--- config.mk ---
export PLATFORM = sky130hd
export DESIGN_NAME = nibble_serial_alu_ctrl
export DESIGN_NICKNAME = d
export VERILOG_FILES = /design/src/rtl/alu_pkg.sv /design/src/rtl/addsub_nibble.sv /design/src/rtl/full_adder_1bit.sv /design/src/rtl/nibble_serial_alu_ctrl.sv
export SDC_FILE = /design/constraint.sdc
export NUM_CORES = 1
export LEC_CHECK = 0
export CAP_MARGIN = 25
export CORE_ASPECT_RATIO = 0.5
export CORE_MARGIN = 1
export CORE_UTILIZATION = 45
export CTS_BUF_LIST = sky130_fd_sc_hd__clkbuf_4
export CTS_CLUSTER_SIZE = 40
export DETAILED_ROUTE_END_ITERATION = 12
export HOLD_SLACK_MARGIN = 0.08
export PLACE_DENSITY = 0.72
export SLEW_MARGIN = 5
export SYNTH_ARGS = -nofsm -noshare
export SYNTH_HDL_FRONTEND = slang
export SYNTH_SLANG_ARGS = --single-unit
--- constraint.sdc ---
create_clock -name clk -period 5.3 [get_ports clk]
set_clock_uncertainty 0.2 [all_clocks]
set_input_delay 1.06 -clock clk [delete_from_list [all_inputs] [get_ports clk]]
set_output_delay 1.06 -clock clk [all_outputs]
set_load 0.1 [all_outputs]
--- src/rtl/alu_pkg.sv ---
// Shared types and constants for the nibble-serial add/sub sequencer.
package alu_pkg;

  typedef enum logic [1:0] {
    ADD16  = 2'b00,
    SUB16  = 2'b01,
    PADDSB = 2'b10,
    PSUBSB = 2'b11
  } alu_mode_e;

  typedef enum logic [1:0] {
    IDLE = 2'b00,
    RUN  = 2'b01,
    DONE = 2'b10
  } alu_state_e;

  localparam logic [3:0] SAT_POS = 4'h7;
  localparam logic [3:0] SAT_NEG = 4'h8;

  // Bit positions inside flags = {Z, V, N}
  localparam int FLAG_Z = 2;
  localparam int FLAG_V = 1;
  localparam int FLAG_N = 0;

endpackage

--- src/rtl/addsub_nibble.sv ---
// 4-bit add/subtract slice with explicit carry-in so carries can chain across cycles.
module addsub_nibble (
  input  logic [3:0] A,
  input  logic [3:0] B,
  input  logic       sub,
  input  logic       Cin,
  output logic [3:0] Sum,
  output logic       Cout,
  output logic       Ovfl
);

  logic [3:0] b_x;
  logic [4:0] c;

  assign b_x  = B ^ {4{sub}};
  assign c[0] = Cin;

  for (genvar i = 0; i < 4; i++) begin : g_fa
    full_adder_1bit u_fa (
      .a    (A[i]),
      .b    (b_x[i]),
      .cin  (c[i]),
      .sum  (Sum[i]),
      .cout (c[i+1])
    );
  end

  assign Cout = c[4];
  // Signed overflow: carry into the MSB differs from carry out of it
  assign Ovfl = c[3] ^ c[4];

endmodule

--- src/rtl/full_adder_1bit.sv ---
// Single-bit full adder cell.
module full_adder_1bit (
  input  logic a,
  input  logic b,
  input  logic cin,
  output logic sum,
  output logic cout
);

  assign sum  = a ^ b ^ cin;
  assign cout = (a & b) | (cin & (a ^ b));

endmodule

--- src/rtl/nibble_serial_alu_ctrl.sv ---
// Sequences one 4-bit add/sub slice over four cycles (LS nibble first) for
// 16-bit add/sub or packed 4x4-bit saturating add/sub.
//
// state | meaning
// IDLE  | waiting for start
// RUN   | processing nibble idx (0..3), busy=1
// DONE  | one-cycle done pulse, result/flags valid; start here chains the next op
module nibble_serial_alu_ctrl
  import alu_pkg::*;
#(
  parameter int NIBBLES = 4
) (
  input  logic        clk,
  input  logic        rst,
  input  logic        start,
  input  logic [1:0]  mode,
  input  logic [15:0] a,
  input  logic [15:0] b,
  output logic        busy,
  output logic        done,
  output logic [15:0] result,
  output logic [2:0]  flags
);

  alu_state_e  state_q, state_d;
  logic [1:0]  idx_q;
  logic        carry_q;
  logic        ovf_any_q;
  logic [15:0] a_q, b_q;
  logic [1:0]  mode_q;
  logic [15:0] acc_q;
  logic [15:0] result_q;
  logic [2:0]  flags_q;

  logic        accept;
  logic        last_nib;
  logic        packed_mode;
  logic [3:0]  a_nib, b_nib;
  logic        slice_cin;
  logic [3:0]  slice_sum;
  logic        slice_cout;
  logic        slice_ovfl;
  logic [3:0]  nib_val;
  logic [15:0] res_final;

  assign accept      = start && (state_q == IDLE || state_q == DONE);
  assign last_nib    = (idx_q == 2'(NIBBLES - 1));
  assign packed_mode = mode_q[1];
  assign a_nib       = a_q[{idx_q, 2'b00} +: 4];
  assign b_nib       = b_q[{idx_q, 2'b00} +: 4];
  // Packed lanes are independent: each nibble starts with its own carry-in
  assign slice_cin   = packed_mode ? mode_q[0] : carry_q;

  addsub_nibble u_slice (
    .A    (a_nib),
    .B    (b_nib),
    .sub  (mode_q[0]),
    .Cin  (slice_cin),
    .Sum  (slice_sum),
    .Cout (slice_cout),
    .Ovfl (slice_ovfl)
  );

  always_comb begin
    nib_val = slice_sum;
    if (packed_mode && slice_ovfl) begin
      nib_val = a_nib[3] ? SAT_NEG : SAT_POS;
    end
  end

  assign res_final = {nib_val, acc_q[11:0]};

  // State register
  always_ff @(posedge clk) begin
    if (rst) begin
      state_q <= IDLE;
    end else begin
      state_q <= state_d;
    end
  end

  // Next-state logic
  always_comb begin
    state_d = state_q;
    case (state_q)
      IDLE:    if (start) state_d = RUN;
      RUN:     if (last_nib) state_d = DONE;
      DONE:    state_d = start ? RUN : IDLE;
      default: state_d = IDLE;
    endcase
  end

  // Outputs decoded from the state register
  always_comb begin
    busy = 1'b0;
    done = 1'b0;
    case (state_q)
      RUN:     busy = 1'b1;
      DONE:    done = 1'b1;
      default: ;
    endcase
  end

  assign result = result_q;
  assign flags  = flags_q;

  always_ff @(posedge clk) begin
    if (rst) begin
      idx_q     <= '0;
      carry_q   <= 1'b0;
      ovf_any_q <= 1'b0;
      a_q       <= '0;
      b_q       <= '0;
      mode_q    <= '0;
      acc_q     <= '0;
      result_q  <= '0;
      flags_q   <= '0;
    end else if (accept) begin
      a_q       <= a;
      b_q       <= b;
      mode_q    <= mode;
      idx_q     <= '0;
      carry_q   <= mode[0];
      ovf_any_q <= 1'b0;
    end else if (state_q == RUN) begin
      acc_q[{idx_q, 2'b00} +: 4] <= nib_val;
      carry_q   <= slice_cout;
      ovf_any_q <= ovf_any_q | (packed_mode & slice_ovfl);
      idx_q     <= idx_q + 2'd1;
      if (last_nib) begin
        result_q        <= res_final;
        flags_q[FLAG_Z] <= (res_final == 16'h0000);
        flags_q[FLAG_N] <= res_final[15];
        flags_q[FLAG_V] <= packed_mode ? (ovf_any_q | slice_ovfl) : slice_ovfl;
      end
    end
  end

endmodule

==> run_results.csv, run 1 <==
group,metric,value,unit
worst_setup_path,path_buf_inv,3,
worst_setup_path,path_max_fanout,11,
synthesis,synth_compound_area_share,15.1,%
sta,fin_setup_tns,0,ns
layout,drive_above_1_share,8.42,%
outcome,status,"completed",
worst_setup_path,reg2reg_slack,0.86,ns
hold_path,hp-class,"reg -> reg",
sta,slew_headroom,34.6,%
worst_setup_path,crit_type,"reg -> reg",
layout,final_common_cell,"nand2_1",
synthesis,synthMuxAreaShare,8.00,%
run,cap_violations,0,
sta,setup_viol,0,
layout,stdcell_count,484,
worst_setup_path,startpoint_type,"flop",
worst_setup_path,reg2regPathDepth,11,
worst_setup_path,critPathMaxStageDelay,0.61,ns
clock_tree,cts_tree,"built",
synthesis,yosys.area_share.simple,21.1,%
floorplanning,initial_core_util,46.7,%
synthesis,yosysUniqueCellTypes,37,
synthesis,synthTopCellsByArea,"dfxtp_1, nand2_1, a21oi_1",
power,ir_drop,0.000117,V
synthesis,seq_area_frac_synth,44.8,%
sta,hold_slack,0.254,ns
clock_tree,cts-htree-levels,3,
routing,avgViaCountPerCell,5.35,
sta,finalHoldViolCount,0,
worst_setup_path,cp.depth,11,
worst_setup_path,cp_data_required_time,5.42,ns
clock_tree,cts.path.max_buffers,2,
clock_tree,postCtsSetupBuffers,0,
placed_design,place_congestion,0.860,
clock_tree,clock_latency,0.42,ns
synthesis,synth_top_family_by_area,"simple AND/OR/NAND/NOR gates",
clock_tree,hold_buffers,0,
worst_setup_path,reg2reg_to,"acc_q[9]",
sta,max_freq,0.225,GHz
sta,fin_crit_sh,83.8,%
placed_design,dp.cells,469,
routing,wl_per_cell,14.3,um
clock_tree,ctsResizeCount,0,
worst_setup_path,crit_family,"adder cells",
worst_setup_path,crit_slowest_cell,"mux4_1",
sta,rsz0062_at_grt,"no",
layout,multi_input_area,1580,um^2
floorplanning,die_width,120,um
sta,max_slew.worst_pin.slew,0.979,ns
synthesis,yosys_warnings,0,
grt,grt_pass1_wl,11400,um
placed_design,portBuffers,57,
placed_design,hpwl,5010,um
grt,grt_overflow,0,
worst_setup_path,arrival,4.56,ns
worst_setup_path,cp_cell_sequence,"buf_4 > mux4_1 > fa_1 > fa_1 > inv_1 > fa_1 > inv_1 > fa_1 > xnor2_1 > a21oi_1 > o41ai_1",
grt,grt_pass1_vias,2347,
routing,drcViolationCount,0,
floorplanning,boundaryPins,58,
sta,finalMaxSlewViolations,0,
floorplanning,die_h,61.0,um
clock_tree,cts_sinks,70,
layout,area_delta_synth_final,22.5,%
synthesis,yosysTopAreaCell,"dfxtp_1",
sta,layout_min_cycle_time,4.44,ns
layout,nFillCells,603,
clock_tree,cts_buffers,9,
hold_path,holdCritStartpoint,"a_q[4]",
synthesis,synthAdderAreaFrac,4.56,%
routing,drtIter0Drc,172,
synthesis,syn_inst,343,
grt,grt_antenna_before_repair,0,
layout,diodes,0,
routing,drtPass1Iterations,4,
layout,mostFrequentLayoutCells,"nand2_1, dfxtp_1, clkdlybuf4s50_1, a21oi_1, nand3b_1",
hold_path,hold_depth,2,
power,p_total,0.999,mW
worst_setup_path,r2r_start,"idx_q[0]",
worst_setup_path,worst_setup_path_end_kind,"flop",
worst_setup_path,crit_path_frequent_cell,"fa_1",
floorplanning,fp.coreArea,6700,um^2
layout,regArea,1400,um^2
synthesis,ys_ff_latch,70,
floorplanning,placementRows,21,
synthesis,synth_fp_nets,389,
routing,routed_wl,6910,um
power,power.density,261,nW/um^2
hold_path,min_to,"a_q[4]",
clock_tree,clock-root-buffer,"clkbuf_4",
clock_tree,clkTransAtPathRegs,0.10,ns
floorplanning,die_area,7310,um^2
grt,grt_max_degree,48,
power,leakage,1.42,nW
grt,grt_usage,20.8,%
synthesis,synth_top_area_share,44.8,%
routing,antenna_left,0,
layout,nNetsFinal,434,
synthesis,synth-xor-area-share,1.68,%
routing,vias,2591,
synthesis,synth_area,3130,um^2
synthesis,avgSynthCellArea,9.12,um^2
where the power goes:
part / leakage (nW) / internal (mW) / switching (mW)
Sequential: 0.570 / 0.546 / 0.0146
Combinational: 0.784 / 0.0726 / 0.0870
Clock: 0.0623 / 0.106 / 0.172
Total: 1.42 / 0.725 / 0.274
cells in the mapped netlist (all sizes together):
cell and instances:
a211oi 1, a21bo 1, a21boi 1, a21oi 49, a311oi 4, a31o 1
a31oi 2, and3 1, and3b 2, and4 1, buf 6, clkbuf 22
dfxtp 70, fa 4, ha 5, inv 6, mux2 1, mux2i 4
mux4 8, nand2 96, nand2b 3, nand3 4, nand3b 17, nor2 2
nor2b 3, nor3 4, nor3b 4, nor4 3, o31ai 3, o41ai 9
xnor2 3, xor2 3
metrics by stage:
| step | setup slack (ns) | instance area (um^2) | utilization (%) |
|---|---|---|---|
| 4_1_cts | 0.876 | 3830 | 57.2 |
| 2_1_floorplan | 1.29 | 3130 | - |
| 6_report | 0.860 | 3830 | 57.2 |
| 5_1_grt | 0.541 | 3830 | 57.2 |
| 3_3_place_gp | 1.00 | 3710 | 55.4 |
| 3_5_place_dp | 0.869 | 3730 | 55.7 |
state kept, by name, indices dropped and copies added (netlist names):
name and cells:
a_q 16, b_q 16, result 15, acc_q 12
flags 3, idx_q 2, mode_q 2, state_q 2
carry_q 1, ovf_any_q 1
kinds of logic (layout without fill, tap and decap cells):
group	Yosys count	count (layout)
adder cells (fa/ha/maj)	9	9
AND/OR/NAND/NOR	140	140
XOR/XNOR	6	6
flip-flops	70	70
multiplexers	13	13
buffers and inverters	34	83
AO/OA/AOI/OAI	71	71
metal layers:
layer,track usage [%],up-vias,routed length [um]
met2,34.8,72,3200
met5,0,-,0
li1,-,1285,-
met3,6.86,11,331
met4,7.32,0,96
met1,25.9,1223,3280
area by class of cell:
type / count / share of cell area (%)
multi-input combinational: 239 / 41.2
sequential: 70 / 36.6
timing repair buffer: 62 / 15.9
tap: 92 / 3.00
clock buffer: 12 / 2.35
inverter: 6 / 0.588
clock inverter: 3 / 0.326
worst max path at each step:
stage | startpoint | to | slack, ns
after floorplan | idx_q[0] | acc_q[9] | 1.29
after global placement | idx_q[0] | acc_q[9] | 1.00
after global routing | idx_q[0] | acc_q[9] | 0.54
after detailed placement | idx_q[0] | acc_q[9] | 0.87
final | idx_q[0] | acc_q[9] | 0.86
after CTS | idx_q[0] | acc_q[9] | 0.88
worst min-delay path, cell delays in order, from the launching register on:
cell     delay, ns
dfxtp_1       0.32
nand2_1       0.05
a21oi_1       0.05
No activity file was read; power rests on OpenSTA's default activity.
==> run 2: changes to the inputs <==
- clock period: 5.3 -> 4.5 ns (I/O delays scaled with it)
==> run 2 against run 1 <==
  * Clock power rose by 62%
  * Count of clock-buffer cells in the layout fell by 2
  * Routed wire length fell by 1.6%
  * Register-to-register slack got worse by 0.41 ns
  * Combinational power rose by 20%
==> run_results.csv, run 2 (synthesis gave the netlist of run 1 again) <==
group,metric,value,unit
outcome,status,"completed",
sta,finalMaxSlewViolations,0,
sta,rsz0062_at_grt,"no",
layout,mostFrequentLayoutCells,"nand2_1, dfxtp_1, clkdlybuf4s50_1, a21oi_1, nand3b_1",
clock_tree,ctsResizeCount,0,
worst_setup_path,path_max_fanout,8,
worst_setup_path,startpoint_type,"flop",
worst_setup_path,cp_cell_sequence,"mux4_1 > xor2_1 > fa_1 > fa_1 > inv_1 > fa_1 > inv_1 > fa_1 > xnor2_1 > buf_4 > a21oi_1 > a31o_2",
layout,stdcell_count,487,
layout,multi_input_area,1580,um^2
sta,setup_viol,0,
clock_tree,clock-root-buffer,"clkbuf_4",
sta,fin_crit_sh,90.0,%
clock_tree,clkTransAtPathRegs,0.12,ns
clock_tree,cts_sinks,70,
sta,fin_setup_tns,0,ns
routing,routed_wl,6800,um
worst_setup_path,crit_type,"reg -> reg",
layout,area_delta_synth_final,25.2,%
placed_design,dp.cells,471,
placed_design,place_congestion,0.845,
floorplanning,boundaryPins,58,
floorplanning,die_area,7310,um^2
worst_setup_path,cp_data_required_time,4.67,ns
worst_setup_path,worst_setup_path_end_kind,"flop",
layout,diodes,0,
layout,nNetsFinal,436,
sta,max_slew.worst_pin.slew,0.985,ns
routing,drtPass1Iterations,4,
floorplanning,placementRows,21,
clock_tree,cts.path.max_buffers,2,
power,leakage,1.46,nW
clock_tree,cts-htree-levels,3,
worst_setup_path,path_buf_inv,3,
grt,grt_max_degree,48,
clock_tree,cts_tree,"built",
worst_setup_path,crit_slowest_cell,"mux4_1",
power,ir_drop,0.000130,V
routing,wl_per_cell,14.0,um
placed_design,portBuffers,57,
power,power.density,332,nW/um^2
grt,grt_pass1_vias,2313,
layout,regArea,1400,um^2
routing,vias,2564,
routing,drtIter0Drc,201,
sta,layout_min_cycle_time,4.05,ns
placed_design,hpwl,4780,um
run,cap_violations,0,
clock_tree,clock_latency,0.41,ns
floorplanning,fp.coreArea,6700,um^2
layout,final_common_cell,"nand2_1",
floorplanning,initial_core_util,46.7,%
routing,drcViolationCount,0,
worst_setup_path,crit_family,"adder cells",
layout,nFillCells,611,
layout,final_util,58.5,%
routing,avgViaCountPerCell,5.26,
sta,finalHoldViolCount,0,
routing,antenna_left,0,
grt,grt_overflow,0,
grt,grt_pass1_wl,11100,um
hold_path,hp-class,"reg -> reg",
worst_setup_path,arrival,4.22,ns
grt,grt_antenna_before_repair,0,
clock_tree,cts_buffers,9,
floorplanning,die_h,61.0,um
sta,slew_headroom,34.1,%
worst_setup_path,critPathMaxStageDelay,0.61,ns
layout,drive_above_1_share,9.87,%
floorplanning,die_width,120,um
sta,hold_slack,0.260,ns
grt,grt_usage,19.8,%
clock_tree,hold_buffers,0,
worst_setup_path,crit_path_frequent_cell,"fa_1",
sta,max_freq,0.247,GHz
clock_tree,postCtsSetupBuffers,0,
==> run 2: cell count changes in the layout (fill, tap and decap cells not counted) <==
cell             delta
clkinv_1            -2
buf_4               +3
buf_8               -1
clkinv_2            +1
clkinv_4            +1
clkdlybuf4s50_1     -1
bufinv_16           +2
clkinvlp_4          +1
clkbuf_4            -2
buf_16              +1
==> run 2: worst reg2reg max path, stage by stage (launching register included) <==
cell and delay (ns):
dfxtp_1 0.46, mux4_1 0.61, xor2_1 0.18, fa_1 0.41, fa_1 0.37, inv_1 0.09
fa_1 0.22, inv_1 0.07, fa_1 0.40, xnor2_1 0.14, buf_4 0.16, a21oi_1 0.45
a31o_2 0.24
==> run 2: worst paths after layout <==
kind	startpoint	end	slack [ns]	cells past startpoint
max reg2reg	idx_q[0]	flags[2]	0.45	12
min	b_q[13]	b_q[13]	0.26	2
min reg2reg	b_q[13]	b_q[13]	0.26	2
max	idx_q[0]	flags[2]	0.45	12
==> run 2: area by class of cell <==
type / count / share of cell area [%]
Clock buffer: 10 / 1.92
Clock inverter: 6 / 2.20
Inverter: 6 / 0.575
Multi-Input combinational cell: 239 / 40.4
Sequential cell: 70 / 35.8
Tap cell: 92 / 2.94
Timing Repair Buffer: 64 / 16.2
==> run 2: metrics by stage <==
| step | power, mW | instance area [um^2] | worst slack, ns |
|---|---|---|---|
| floorplan | 0.791 | 3130 | 0.491 |
| global placement | 0.853 | 3730 | 0.644 |
| detailed placement | 0.864 | 3750 | 0.496 |
| CTS | 1.31 | 3920 | 0.478 |
| global route | 1.37 | 3920 | 0.268 |
| finish | 1.30 | 3920 | 0.449 |
==> run 2: power breakdown <==
part           internal (mW)  leakage [nW]  switching, mW
registers              0.643         0.570         0.0169
logic                 0.0890         0.801          0.103
clock network          0.231        0.0864          0.220
==> run 2: routing by layer <==
metal / wire length [um] / global-route usage, %
met5: 0 / 0
met4: 25 / 6.43
met3: 337 / 5.08
met2: 3190 / 33.3
met1: 3240 / 25.7
